**config.mk**
```make
export PLATFORM = sky130hd
export DESIGN_NAME = isl51002_cfg_sequencer_flat
export DESIGN_NICKNAME = d
export VERILOG_FILES = /design/src/rtl/isl51002_cfg_sequencer_pkg.sv /design/src/rtl/isl51002_cfg_sequencer_if.sv /design/src/rtl/isl51002_cfg_sequencer_watchdog.sv /design/src/rtl/isl51002_cfg_sequencer.sv /design/src/flat_wrapper.sv
export SDC_FILE = /design/constraint.sdc
export NUM_CORES = 1
export LEC_CHECK = 0
export BUFFER_PORTS_ARGS = -buffer_cell sky130_fd_sc_hd__buf_4
export CORE_UTILIZATION = 61
export CTS_CLUSTER_DIAMETER = 60
export DETAILED_ROUTE_END_ITERATION = 10
export PLACE_DENSITY = 0.82
export SLEW_MARGIN = 20
export SYNTH_ARGS = -nofsm -noshare
export SYNTH_HDL_FRONTEND = slang
export SYNTH_SLANG_ARGS = --single-unit
```
**constraint.sdc**
```tcl
create_clock -name PCLK_i -period 9.1 [get_ports PCLK_i]
set_input_delay 1.82 -clock PCLK_i [delete_from_list [all_inputs] [get_ports PCLK_i]]
set_output_delay 1.82 -clock PCLK_i [all_outputs]
set_load 0.03 [all_outputs]
```
**src/rtl/isl51002_cfg_sequencer_pkg.sv**
```systemverilog
// Shared types and helpers for the ISL51002 configuration/lock sequencer.
package isl51002_cfg_pkg;

  typedef enum logic [1:0] {
    ST_NOSIG   = 2'd0,
    ST_ACQUIRE = 2'd1,
    ST_LOCKED  = 2'd2
  } lock_state_e;

  localparam logic [1:0] CFG_ADDR_HV1    = 2'd0;
  localparam logic [1:0] CFG_ADDR_HV2    = 2'd1;
  localparam logic [1:0] CFG_ADDR_HV3    = 2'd2;
  localparam logic [1:0] CFG_ADDR_UNUSED = 2'd3;

  function automatic logic [7:0] sat_inc8(input logic [7:0] v);
    return (v == 8'hFF) ? v : v + 8'd1;
  endfunction

endpackage

```
**src/rtl/isl51002_cfg_sequencer_if.sv**
```systemverilog
// Host register bus plus frontend status/config signals of the sequencer.
interface isl51002_cfg_sequencer_if;
  logic        cfg_wr_i;
  logic [1:0]  cfg_addr_i;
  logic [31:0] cfg_wdata_i;
  logic        cfg_commit_i;
  logic        cfg_busy_o;
  logic        frame_change_i;
  logic [10:0] vtotal_i;
  logic        interlace_flag_i;
  logic [31:0] hv_in_config_o;
  logic [31:0] hv_in_config2_o;
  logic [31:0] hv_in_config3_o;
  logic        mode_changed_o;
  logic        sig_present_o;
  logic        sync_lock_o;
  logic [10:0] lock_vtotal_o;
  logic [7:0]  unlock_count_o;

  modport master (
    output cfg_wr_i, cfg_addr_i, cfg_wdata_i, cfg_commit_i,
    output frame_change_i, vtotal_i, interlace_flag_i,
    input  cfg_busy_o, hv_in_config_o, hv_in_config2_o, hv_in_config3_o,
    input  mode_changed_o, sig_present_o, sync_lock_o, lock_vtotal_o, unlock_count_o
  );

  modport slave (
    input  cfg_wr_i, cfg_addr_i, cfg_wdata_i, cfg_commit_i,
    input  frame_change_i, vtotal_i, interlace_flag_i,
    output cfg_busy_o, hv_in_config_o, hv_in_config2_o, hv_in_config3_o,
    output mode_changed_o, sig_present_o, sync_lock_o, lock_vtotal_o, unlock_count_o
  );
endinterface

```
**src/rtl/isl51002_cfg_sequencer_watchdog.sv**
```systemverilog
// Frame edge detector producing a registered frame_tick, plus a no-frame
// watchdog that emits a single expiry pulse and then holds until the next tick.
module isl51002_frame_watchdog #(
  parameter int TIMEOUT_CYCLES = 4000000
) (
  input  logic clk,
  input  logic rst_n,
  input  logic frame_change,
  output logic frame_tick,
  output logic expire
);
  localparam int W = (TIMEOUT_CYCLES > 2) ? $clog2(TIMEOUT_CYCLES) : 1;
  localparam logic [W-1:0] LIMIT    = W'(TIMEOUT_CYCLES - 1);
  localparam logic [W-1:0] LIMIT_M1 = W'(TIMEOUT_CYCLES - 2);

  logic         fc_d;
  logic [W-1:0] cnt;

  // expire is high for exactly the cycle in which the counter sits freshly at LIMIT
  always_ff @(posedge clk or negedge rst_n) begin
    if (!rst_n) begin
      fc_d       <= 1'b0;
      frame_tick <= 1'b0;
      cnt        <= '0;
      expire     <= 1'b0;
    end else begin
      fc_d       <= frame_change;
      frame_tick <= frame_change & ~fc_d;
      expire     <= ~frame_tick & (cnt == LIMIT_M1);
      if (frame_tick) begin
        cnt <= '0;
      end else if (cnt != LIMIT) begin
        cnt <= cnt + W'(1);
      end
    end
  end

endmodule

```
**src/rtl/isl51002_cfg_sequencer.sv**
```systemverilog
// Shadow/active configuration registers with frame-aligned atomic apply,
// and the input-mode lock qualifier for the ISL51002 frontend.
module isl51002_cfg_sequencer
  import isl51002_cfg_pkg::*;
#(
  parameter int STABLE_FRAMES  = 4,
  parameter int VTOTAL_TOL     = 1,
  parameter int TIMEOUT_CYCLES = 4000000
) (
  input logic PCLK_i,
  input logic reset_n,
  isl51002_cfg_sequencer_if.slave bus
);
  localparam logic [3:0]  STABLE_CNT = 4'(STABLE_FRAMES);
  localparam logic [11:0] TOL12      = 12'(VTOTAL_TOL);

  logic        frame_tick;
  logic        expire;
  logic        apply;
  logic [31:0] shadow0, shadow1, shadow2;
  logic [31:0] active0, active1, active2;
  logic        pending_q;
  logic        mode_changed_q;

  lock_state_e state_q, state_d;
  logic [10:0] ref_q, ref_d;
  logic        flag_q, flag_d;
  logic [3:0]  cnt_q, cnt_d;
  logic [7:0]  unlock_q, unlock_d;

  logic signed [11:0] vdiff;
  logic [11:0]        vabs;
  logic               in_tol;

  isl51002_frame_watchdog #(
    .TIMEOUT_CYCLES(TIMEOUT_CYCLES)
  ) u_wdog (
    .clk         (PCLK_i),
    .rst_n       (reset_n),
    .frame_change(bus.frame_change_i),
    .frame_tick  (frame_tick),
    .expire      (expire)
  );

  assign apply = pending_q & (frame_tick | expire);

  // Writes land in the shadows before a same-cycle commit is latched, so they ride along
  always_ff @(posedge PCLK_i or negedge reset_n) begin
    if (!reset_n) begin
      shadow0        <= '0;
      shadow1        <= '0;
      shadow2        <= '0;
      active0        <= '0;
      active1        <= '0;
      active2        <= '0;
      pending_q      <= 1'b0;
      mode_changed_q <= 1'b0;
    end else begin
      mode_changed_q <= apply;
      if (apply) begin
        active0   <= shadow0;
        active1   <= shadow1;
        active2   <= shadow2;
        pending_q <= 1'b0;
      end else if (bus.cfg_commit_i) begin
        pending_q <= 1'b1;
      end
      if (bus.cfg_wr_i && !pending_q) begin
        case (bus.cfg_addr_i)
          CFG_ADDR_HV1:    shadow0 <= bus.cfg_wdata_i;
          CFG_ADDR_HV2:    shadow1 <= bus.cfg_wdata_i;
          CFG_ADDR_HV3:    shadow2 <= bus.cfg_wdata_i;
          CFG_ADDR_UNUSED: ;
          default:         ;
        endcase
      end
    end
  end

  assign vdiff  = $signed({1'b0, bus.vtotal_i}) - $signed({1'b0, ref_q});
  assign vabs   = vdiff[11] ? $unsigned(-vdiff) : $unsigned(vdiff);
  assign in_tol = (vabs <= TOL12) && (bus.interlace_flag_i == flag_q);

  always_ff @(posedge PCLK_i or negedge reset_n) begin
    if (!reset_n) begin
      state_q  <= ST_NOSIG;
      ref_q    <= '0;
      flag_q   <= 1'b0;
      cnt_q    <= '0;
      unlock_q <= '0;
    end else begin
      state_q  <= state_d;
      ref_q    <= ref_d;
      flag_q   <= flag_d;
      cnt_q    <= cnt_d;
      unlock_q <= unlock_d;
    end
  end

  // An apply restarts qualification from the current frame; a tick outranks a same-cycle expiry
  always_comb begin
    state_d  = state_q;
    ref_d    = ref_q;
    flag_d   = flag_q;
    cnt_d    = cnt_q;
    unlock_d = unlock_q;
    if (frame_tick) begin
      if (pending_q || (state_q != ST_ACQUIRE && state_q != ST_LOCKED) ||
          (state_q == ST_ACQUIRE && !in_tol)) begin
        state_d = ST_ACQUIRE;
        ref_d   = bus.vtotal_i;
        flag_d  = bus.interlace_flag_i;
        cnt_d   = 4'd1;
      end else if (state_q == ST_ACQUIRE) begin
        cnt_d = cnt_q + 4'd1;
        if (cnt_q + 4'd1 == STABLE_CNT) begin
          state_d = ST_LOCKED;
        end
      end else if (!in_tol) begin
        state_d  = ST_ACQUIRE;
        ref_d    = bus.vtotal_i;
        flag_d   = bus.interlace_flag_i;
        cnt_d    = 4'd1;
        unlock_d = sat_inc8(unlock_q);
      end
    end else if (expire) begin
      state_d = ST_NOSIG;
    end
  end

  assign bus.cfg_busy_o      = pending_q;
  assign bus.hv_in_config_o  = active0;
  assign bus.hv_in_config2_o = active1;
  assign bus.hv_in_config3_o = active2;
  assign bus.mode_changed_o  = mode_changed_q;
  assign bus.sig_present_o   = (state_q != ST_NOSIG);
  assign bus.sync_lock_o     = (state_q == ST_LOCKED);
  assign bus.lock_vtotal_o   = ref_q;
  assign bus.unlock_count_o  = unlock_q;

endmodule

```
**src/flat_wrapper.sv**
```systemverilog
// flat-port wrapper written by rule: the top's interface ports become plain ports
module isl51002_cfg_sequencer_flat import isl51002_cfg_pkg::*;
#(
  parameter int STABLE_FRAMES  = 4,
  parameter int VTOTAL_TOL     = 1,
  parameter int TIMEOUT_CYCLES = 4000000
)
  (PCLK_i, reset_n, bus_cfg_wr_i, bus_cfg_addr_i, bus_cfg_wdata_i, bus_cfg_commit_i, bus_frame_change_i, bus_vtotal_i, bus_interlace_flag_i, bus_cfg_busy_o, bus_hv_in_config_o, bus_hv_in_config2_o, bus_hv_in_config3_o, bus_mode_changed_o, bus_sig_present_o, bus_sync_lock_o, bus_lock_vtotal_o, bus_unlock_count_o);
  isl51002_cfg_sequencer_if bus_i ();
  input logic PCLK_i;
  input logic reset_n;
  input wire logic [$bits(bus_i.cfg_wr_i)-1:0] bus_cfg_wr_i;
  input wire logic [$bits(bus_i.cfg_addr_i)-1:0] bus_cfg_addr_i;
  input wire logic [$bits(bus_i.cfg_wdata_i)-1:0] bus_cfg_wdata_i;
  input wire logic [$bits(bus_i.cfg_commit_i)-1:0] bus_cfg_commit_i;
  input wire logic [$bits(bus_i.frame_change_i)-1:0] bus_frame_change_i;
  input wire logic [$bits(bus_i.vtotal_i)-1:0] bus_vtotal_i;
  input wire logic [$bits(bus_i.interlace_flag_i)-1:0] bus_interlace_flag_i;
  output wire logic [$bits(bus_i.cfg_busy_o)-1:0] bus_cfg_busy_o;
  output wire logic [$bits(bus_i.hv_in_config_o)-1:0] bus_hv_in_config_o;
  output wire logic [$bits(bus_i.hv_in_config2_o)-1:0] bus_hv_in_config2_o;
  output wire logic [$bits(bus_i.hv_in_config3_o)-1:0] bus_hv_in_config3_o;
  output wire logic [$bits(bus_i.mode_changed_o)-1:0] bus_mode_changed_o;
  output wire logic [$bits(bus_i.sig_present_o)-1:0] bus_sig_present_o;
  output wire logic [$bits(bus_i.sync_lock_o)-1:0] bus_sync_lock_o;
  output wire logic [$bits(bus_i.lock_vtotal_o)-1:0] bus_lock_vtotal_o;
  output wire logic [$bits(bus_i.unlock_count_o)-1:0] bus_unlock_count_o;
  assign bus_i.cfg_wr_i = bus_cfg_wr_i;
  assign bus_i.cfg_addr_i = bus_cfg_addr_i;
  assign bus_i.cfg_wdata_i = bus_cfg_wdata_i;
  assign bus_i.cfg_commit_i = bus_cfg_commit_i;
  assign bus_i.frame_change_i = bus_frame_change_i;
  assign bus_i.vtotal_i = bus_vtotal_i;
  assign bus_i.interlace_flag_i = bus_interlace_flag_i;
  assign bus_cfg_busy_o = bus_i.cfg_busy_o;
  assign bus_hv_in_config_o = bus_i.hv_in_config_o;
  assign bus_hv_in_config2_o = bus_i.hv_in_config2_o;
  assign bus_hv_in_config3_o = bus_i.hv_in_config3_o;
  assign bus_mode_changed_o = bus_i.mode_changed_o;
  assign bus_sig_present_o = bus_i.sig_present_o;
  assign bus_sync_lock_o = bus_i.sync_lock_o;
  assign bus_lock_vtotal_o = bus_i.lock_vtotal_o;
  assign bus_unlock_count_o = bus_i.unlock_count_o;
  isl51002_cfg_sequencer #(.STABLE_FRAMES(STABLE_FRAMES), .VTOTAL_TOL(VTOTAL_TOL), .TIMEOUT_CYCLES(TIMEOUT_CYCLES)) u_core (.PCLK_i(PCLK_i), .reset_n(reset_n), .bus(bus_i));
endmodule
```
== Word-level counts from Yosys, hierarchy flattened ==
Cells that the tools add are included.

* Add/sub/neg operators: 5
* $lt $le $gt $ge: 1
* Equal/unequal tests: 16
* Multiplexer cells: 20
* Bitwise logic cells: 10
* Reductions and logical operators: 20

{| class="wikitable"
|+ Operators with widths
! kind !! number
|-
| two-way mux 22 bit || 2
|-
| two-way mux 11 bit || 3
|-
| adder 22 x 1 -> 22 bit, second input constant || 1
|-
| == test 22 bit, second input constant || 1
|-
| != test 22 bit, second input constant || 1
|-
| <= comparator 12 x 1 -> 1 bit, second input constant || 1
|-
| two-way mux 12 bit || 1
|-
| two-way mux 2 bit || 6
|-
| two-way mux 4 bit || 3
|-
| negation 12 bit || 1
|-
| subtractor 11 x 11 -> 12 bit || 1
|-
| adder 8 x 1 -> 8 bit, second input constant || 1
|-
| == test 8 bit, second input constant || 1
|-
| != test 4 bit, second input constant || 2
|-
| AND reduction 2 bit || 4
|-
| nonzero test 2 bit || 4
|-
| != test 2 bit, second input constant || 3
|-
| inverter 1 bit || 6
|-
| AND reduction 3 bit || 2
|-
| two-way mux 1 bit || 5
|-
| AND reduction 5 bit || 1
|-
| adder 4 x 1 -> 4 bit, second input constant || 1
|-
| == test 2 x 1 -> 1 bit, second input constant || 2
|-
| == test 2 bit, second input constant || 2
|-
| other kinds (10) || 17
|}

* Flip-flop bits (word level): 245
* Input bits: 51

== Logic depth before layout (Yosys ltp) ==
* Word-level depth: 10
* Depth in mapped cells: 15
* Mapped depth without buffers: 13

== Cells and area by module ==
Synthesis repeated with hierarchy kept, for this count alone.

* Cells, all modules: 770
* Area total of the unflattened synthesis: 10567.6 um^2

{| class="wikitable"
|+ By module, submodules not included
! module !! times used !! cells each !! area an instance (um^2) !! sequential area each (um^2)
|-
| isl51002_cfg_sequencer || 1 || 640 || 9251.4 || 5505.3
|-
| isl51002_frame_watchdog || 1 || 130 || 1316.3 || 625.6
|}

== Worst setup path before layout ==
No wires, ideal clock.

* Kind: input-to-reg
* From: input bus_vtotal_i[0]
* To: register u_core.ref_q[2], in the netlist u_core.bus.lock_vtotal_o[2]
* Library setup time: 0.125 ns
* Arrival time: 5.308 ns
* Path slack: 3.667 ns
* Stages: 14
* Buffers on the path: 1
* Cell sequence: inv_1 ha_1 fa_1 nand2b_1 a21oi_1 xnor2_1 a2111oi_4 nand4bb_1 a2111oi_0 a41oi_1 or4_4 o21ai_4 buf_8 mux2_4

* Cells in the longest elaborated chain, start to end: 10
* Elaborated cells between the ends (all ways): 12

{| class="wikitable"
|+ Ends and longest elaborated chain
! what !! line !! source
|-
| start: declaration || flat_wrapper.sv:17 || <nowiki>input wire logic [$bits(bus_i.vtotal_i)-1:0] bus_vtotal_i;</nowiki>
|-
| subtractor 11 x 11 -> 12 bit (*) || isl51002_cfg_sequencer.sv:80 || <nowiki>assign vdiff = $signed({1'b0, bus.vtotal_i}) - $signed({1'b0, ref_q});</nowiki>
|-
| negation 12 bit || isl51002_cfg_sequencer.sv:81 || <nowiki>assign vabs = vdiff[11] ? $unsigned(-vdiff) : $unsigned(vdiff);</nowiki>
|-
| two-way mux 12 bit (*) || isl51002_cfg_sequencer.sv:81 ||
|-
| <= comparator 12 x 1 -> 1 bit (*) || isl51002_cfg_sequencer.sv:82 || <nowiki>assign in_tol = (vabs <= TOL12) && (bus.interlace_flag_i == flag_q);</nowiki>
|-
| logical AND 1 bit (*) || isl51002_cfg_sequencer.sv:82 ||
|-
| zero test 1 bit || isl51002_cfg_sequencer.sv:109 || <nowiki>(state_q == ST_ACQUIRE && !in_tol)) begin</nowiki>
|-
| logical AND 1 bit || isl51002_cfg_sequencer.sv:109 ||
|-
| logical OR 1 bit || isl51002_cfg_sequencer.sv:108 || <nowiki>if (pending_q || (state_q != ST_ACQUIRE && state_q != ST_LOCKED) ||</nowiki>
|-
| != test 2 bit (no line) || n/a ||
|-
| AND reduction 3 bit (no line) || n/a ||
|-
| end signal: assignment || isl51002_cfg_sequencer.sv:93 || <nowiki>ref_q <= ref_d;</nowiki>
|-
| end: declaration || isl51002_cfg_sequencer.sv:26 || <nowiki>logic [10:0] ref_q, ref_d;</nowiki>
|}

Every way passes the cells marked *; elsewhere a longest branch is shown, timed or not.
A chain may end at the register's enable or synchronous reset.

== Worst setup path in the final report ==
* From: input bus_vtotal_i[0]
* To: register u_core.ref_q[10], in the netlist u_core.bus.lock_vtotal_o[10]

Same word-level chain as after synthesis.

==> impl_metrics.py <==
metrics = {
    "run_status": {
        "status": "finished clean",
    },
    "yosys": {
        "synth-edff-count": 0,
        "ys_warn_count": 0,
        "synth_sequential_area_ratio_pct": 57.2,
        "synth_top_area_cell": "dfrtp_1",
        "synth_cell_types": 70,
        "netlist_area_um2": 10700,
        "ys_ff_latch": 245,
        "synth_fp_nets": 1070,
        "async_flop_share_pct": 100,
        "netlist_instances": 998,
        "syn_avg_cell_area_um2": 10.7,
        "netlist.area_leader.share_pct": 57.2,
        "synthTopCellsByArea": "dfrtp_1, nand2_1, mux2_2, ha_1, xnor2_1",
        "ys.flop_type": "dfrtp_1",
    },
    "pwr": {
        "p_leak_uw": 0.00647,
        "pwr-share-seq_pct": 42.2,
        "p_clk_share_pct": 28.3,
        "power_density_nw_per_um2": 277,
        "p_int_uw": 2370,
        "total_power_uw": 3620,
        "vdd_drop_max_uv": 202,
        "combinationalPowerShare_pct": 29.5,
        "switchingPower_uw": 1250,
        "p_sw_share_pct": 34.6,
    },
    "timing": {
        "skew_ns": 0.0148,
        "hold_viol": 0,
        "finalCritPeriodShare_pct": 62.3,
        "clock.fmax_ghz": 0.176,
        "maxSlewViolCount": 0,
        "tightest_slew_ns": 1.11,
        "setup_viol": 0,
        "rsz0062_at_grt": "no",
        "period_minus_slack_ns": 5.67,
        "finalSetupTns_ns": 0,
        "slew_headroom_pct": 26.1,
    },
    "global_routing": {
        "grt_pass1_vias": 7803,
        "overflow": 0,
        "grt_start_max_net_pins": 97,
        "track_usage_pct": 26.8,
        "grt_antenna_before_repair": 0,
        "grt_pass1_wl_um": 38600,
    },
    "route": {
        "ant_nets": 0,
        "dr.pass1.iters": 4,
        "routed_wl_um": 23600,
        "vias": 7803,
        "drt-wirelength-per-cell_um": 16.8,
        "viasPerCell": 5.55,
        "dr.first_iter.drc_count": 410,
        "drc": 0,
    },
    "finish": {
        "layout_common_cells": "nand2_1, dfrtp_1, buf_4, mux2_2, nor2_1",
        "drive_gt1_share_pct": 29.1,
        "num_antenna_cells": 0,
        "fin_area_um2": 13000,
        "nets": 1234,
        "layout_commonest_cell": "nand2_1",
        "syn_to_final_growth_pct": 21.8,
    },
    "placement": {
        "gp_congestion": 0.851,
        "dpl.hpwl_um": 15000,
        "port_buffers": 169,
        "dpl_cell_area_um2": 12200,
    },
    "die": {
        "core_area_um2": 17200,
        "die_width_um": 135,
        "pin_count": 170,
        "start_util_pct": 62.1,
        "num_rows": 48,
        "dieHeight_um": 135,
        "die-area_um2": 18100,
    },
    "critical_path": {
        "cp_top_family": "compound AO/OA/AOI/OAI gates",
        "crit_buf_inv": 2,
        "max_stage_delay_ns": 0.68,
        "cp-end-kind": "flip-flop",
        "critPathMaxFanout": 13,
        "path_cells": "buf_4, inv_1, ha_1, fa_1, nand2b_1, a21oi_1, xnor2_1, a2111oi_4, nand4bb_1, a2111oi_0, a41oi_1, or4_4, o21ai_4, mux2_2",
        "crit_type": "in -> reg",
        "required_ns": 9.51,
        "startpoint_type": "input port",
        "slowest_stage": "or4_4",
        "crit_arrival_ns": 6.08,
    },
    "clocking": {
        "clockBufferDepth": 3,
        "cts_tree": "done",
        "root_buffer": "clkbuf_16",
        "cts_resized": 0,
        "clk_pin_slew_ns": 0.06,
        "clkLatencyLatePin_ns": 0.53,
        "post_cts_buffers": 0,
        "cts_hold_buf": 0,
        "numCtsBuffers": 25,
        "cts.sinks": 245,
        "h-tree-depth": 1,
    },
    "min_path": {
        "hold_path_class": "reg -> reg",
    },
    "run": {
        "cap_violations": 0,
    },
}
registers in the layout (all words and copies together) (netlist names), 2 cells and up:
signal                      count
u_core.cnt_q                    4
u_core.shadow1                 32
u_core.bus.lock_vtotal_o       11
u_core.bus.unlock_count_o       8
u_core.shadow0                 32
u_core.shadow2                 32
u_core.state_q                  2
u_core.u_wdog.cnt              22
u_core.bus.hv_in_config_o      32
u_core.bus.hv_in_config2_o     32
u_core.bus.hv_in_config3_o     32
Yosys cell counts, types with 11 or more instances:
cell type / number
a21oi_1: 18
and3_1: 12
clkbuf_1: 29
dfrtp_1: 245
ha_1: 20
inv_1: 30
mux2_2: 100
nand2_1: 320
nand3_1: 11
nand4_1: 12
nor2_1: 33
nor3_1: 16
xnor2_1: 19
xor2_1: 14
path summary, 6_finish.rpt:
check,startpoint,end,slack (ns),cells after the start
worst min register to register,u_core.u_wdog.fc_d,u_core.u_wdog.frame_tick,0.41,1
worst max register to register,u_core.bus.lock_vtotal_o[0],u_core.bus.lock_vtotal_o[10],4.41,12
max in group asynchronous,reset_n,u_core.bus.hv_in_config_o[0],6.64,2
worst max-delay path,bus_vtotal_i[0],u_core.bus.lock_vtotal_o[10],3.43,14
worst min-delay path,u_core.u_wdog.fc_d,u_core.u_wdog.frame_tick,0.41,1
min in group asynchronous,reset_n,u_core.bus.lock_vtotal_o[7],1.25,1
through the flow:
step / setup WS, ns / cells / util (%) / hold WS [ns]
6_report: 3.43 / 1406 / 75.7 / 0.411
2_1_floorplan: 3.67 / 998 / - / 0.378
4_1_cts: 3.45 / 1405 / 75.6 / 0.414
3_3_place_gp: 3.06 / 1359 / 70.7 / 0.392
5_1_grt: 3.10 / 1406 / 75.7 / 0.415
3_5_place_dp: 2.90 / 1359 / 70.7 / 0.402
metal layers:
metal,wire (um),global-route usage [%]
met1,10000,35.4
met2,11300,43.5
met3,1590,7.17
met4,630,8.36
met5,0,0
power by group through the flow:
stage          clock [uW]  sequential, uW  combinational [uW]
2_1_floorplan           0            1790                 411
3_3_place_gp            0            1530                1040
3_5_place_dp            0            1530                1070
4_1_cts              1040            1520                1080
5_1_grt              1080            1560                1150
6_report             1020            1530                1070
cell families after synthesis:
logic type                 after synthesis  synth area share (%)
and+or+nand+nor                        439                  17.6
DFF                                    245                  57.2
muxes                                  112                  12.0
AOI/OAI and AO/OA                       75                  5.04
buffers and inverters                   73                  2.83
xor gates and xnor gates                33                  2.70
adders and majority gates               21                  2.52
cell type report:
type / count / area (um^2)
multi-input combinational: 680 / 4320
tap: 225 / 282
timing repair buffer: 179 / 1360
clock buffer: 32 / 702
inverter: 31 / 116
clock inverter: 14 / 129
sequential: 245 / 6130
fill: 1152 / 4200
worst reg2reg max path: cells and delay by family (launching register included):
family                   cells  cell delay (ns)
AO/OA/AOI/OAI                5             1.83
XOR/XNOR                     1             0.23
adder cells (fa/ha/maj)      2             0.66
flip-flops                   1             0.40
multiplexers                 1             0.41
AND/OR/NAND/NOR              3             1.05
Power figures use the tool's default switching activity.
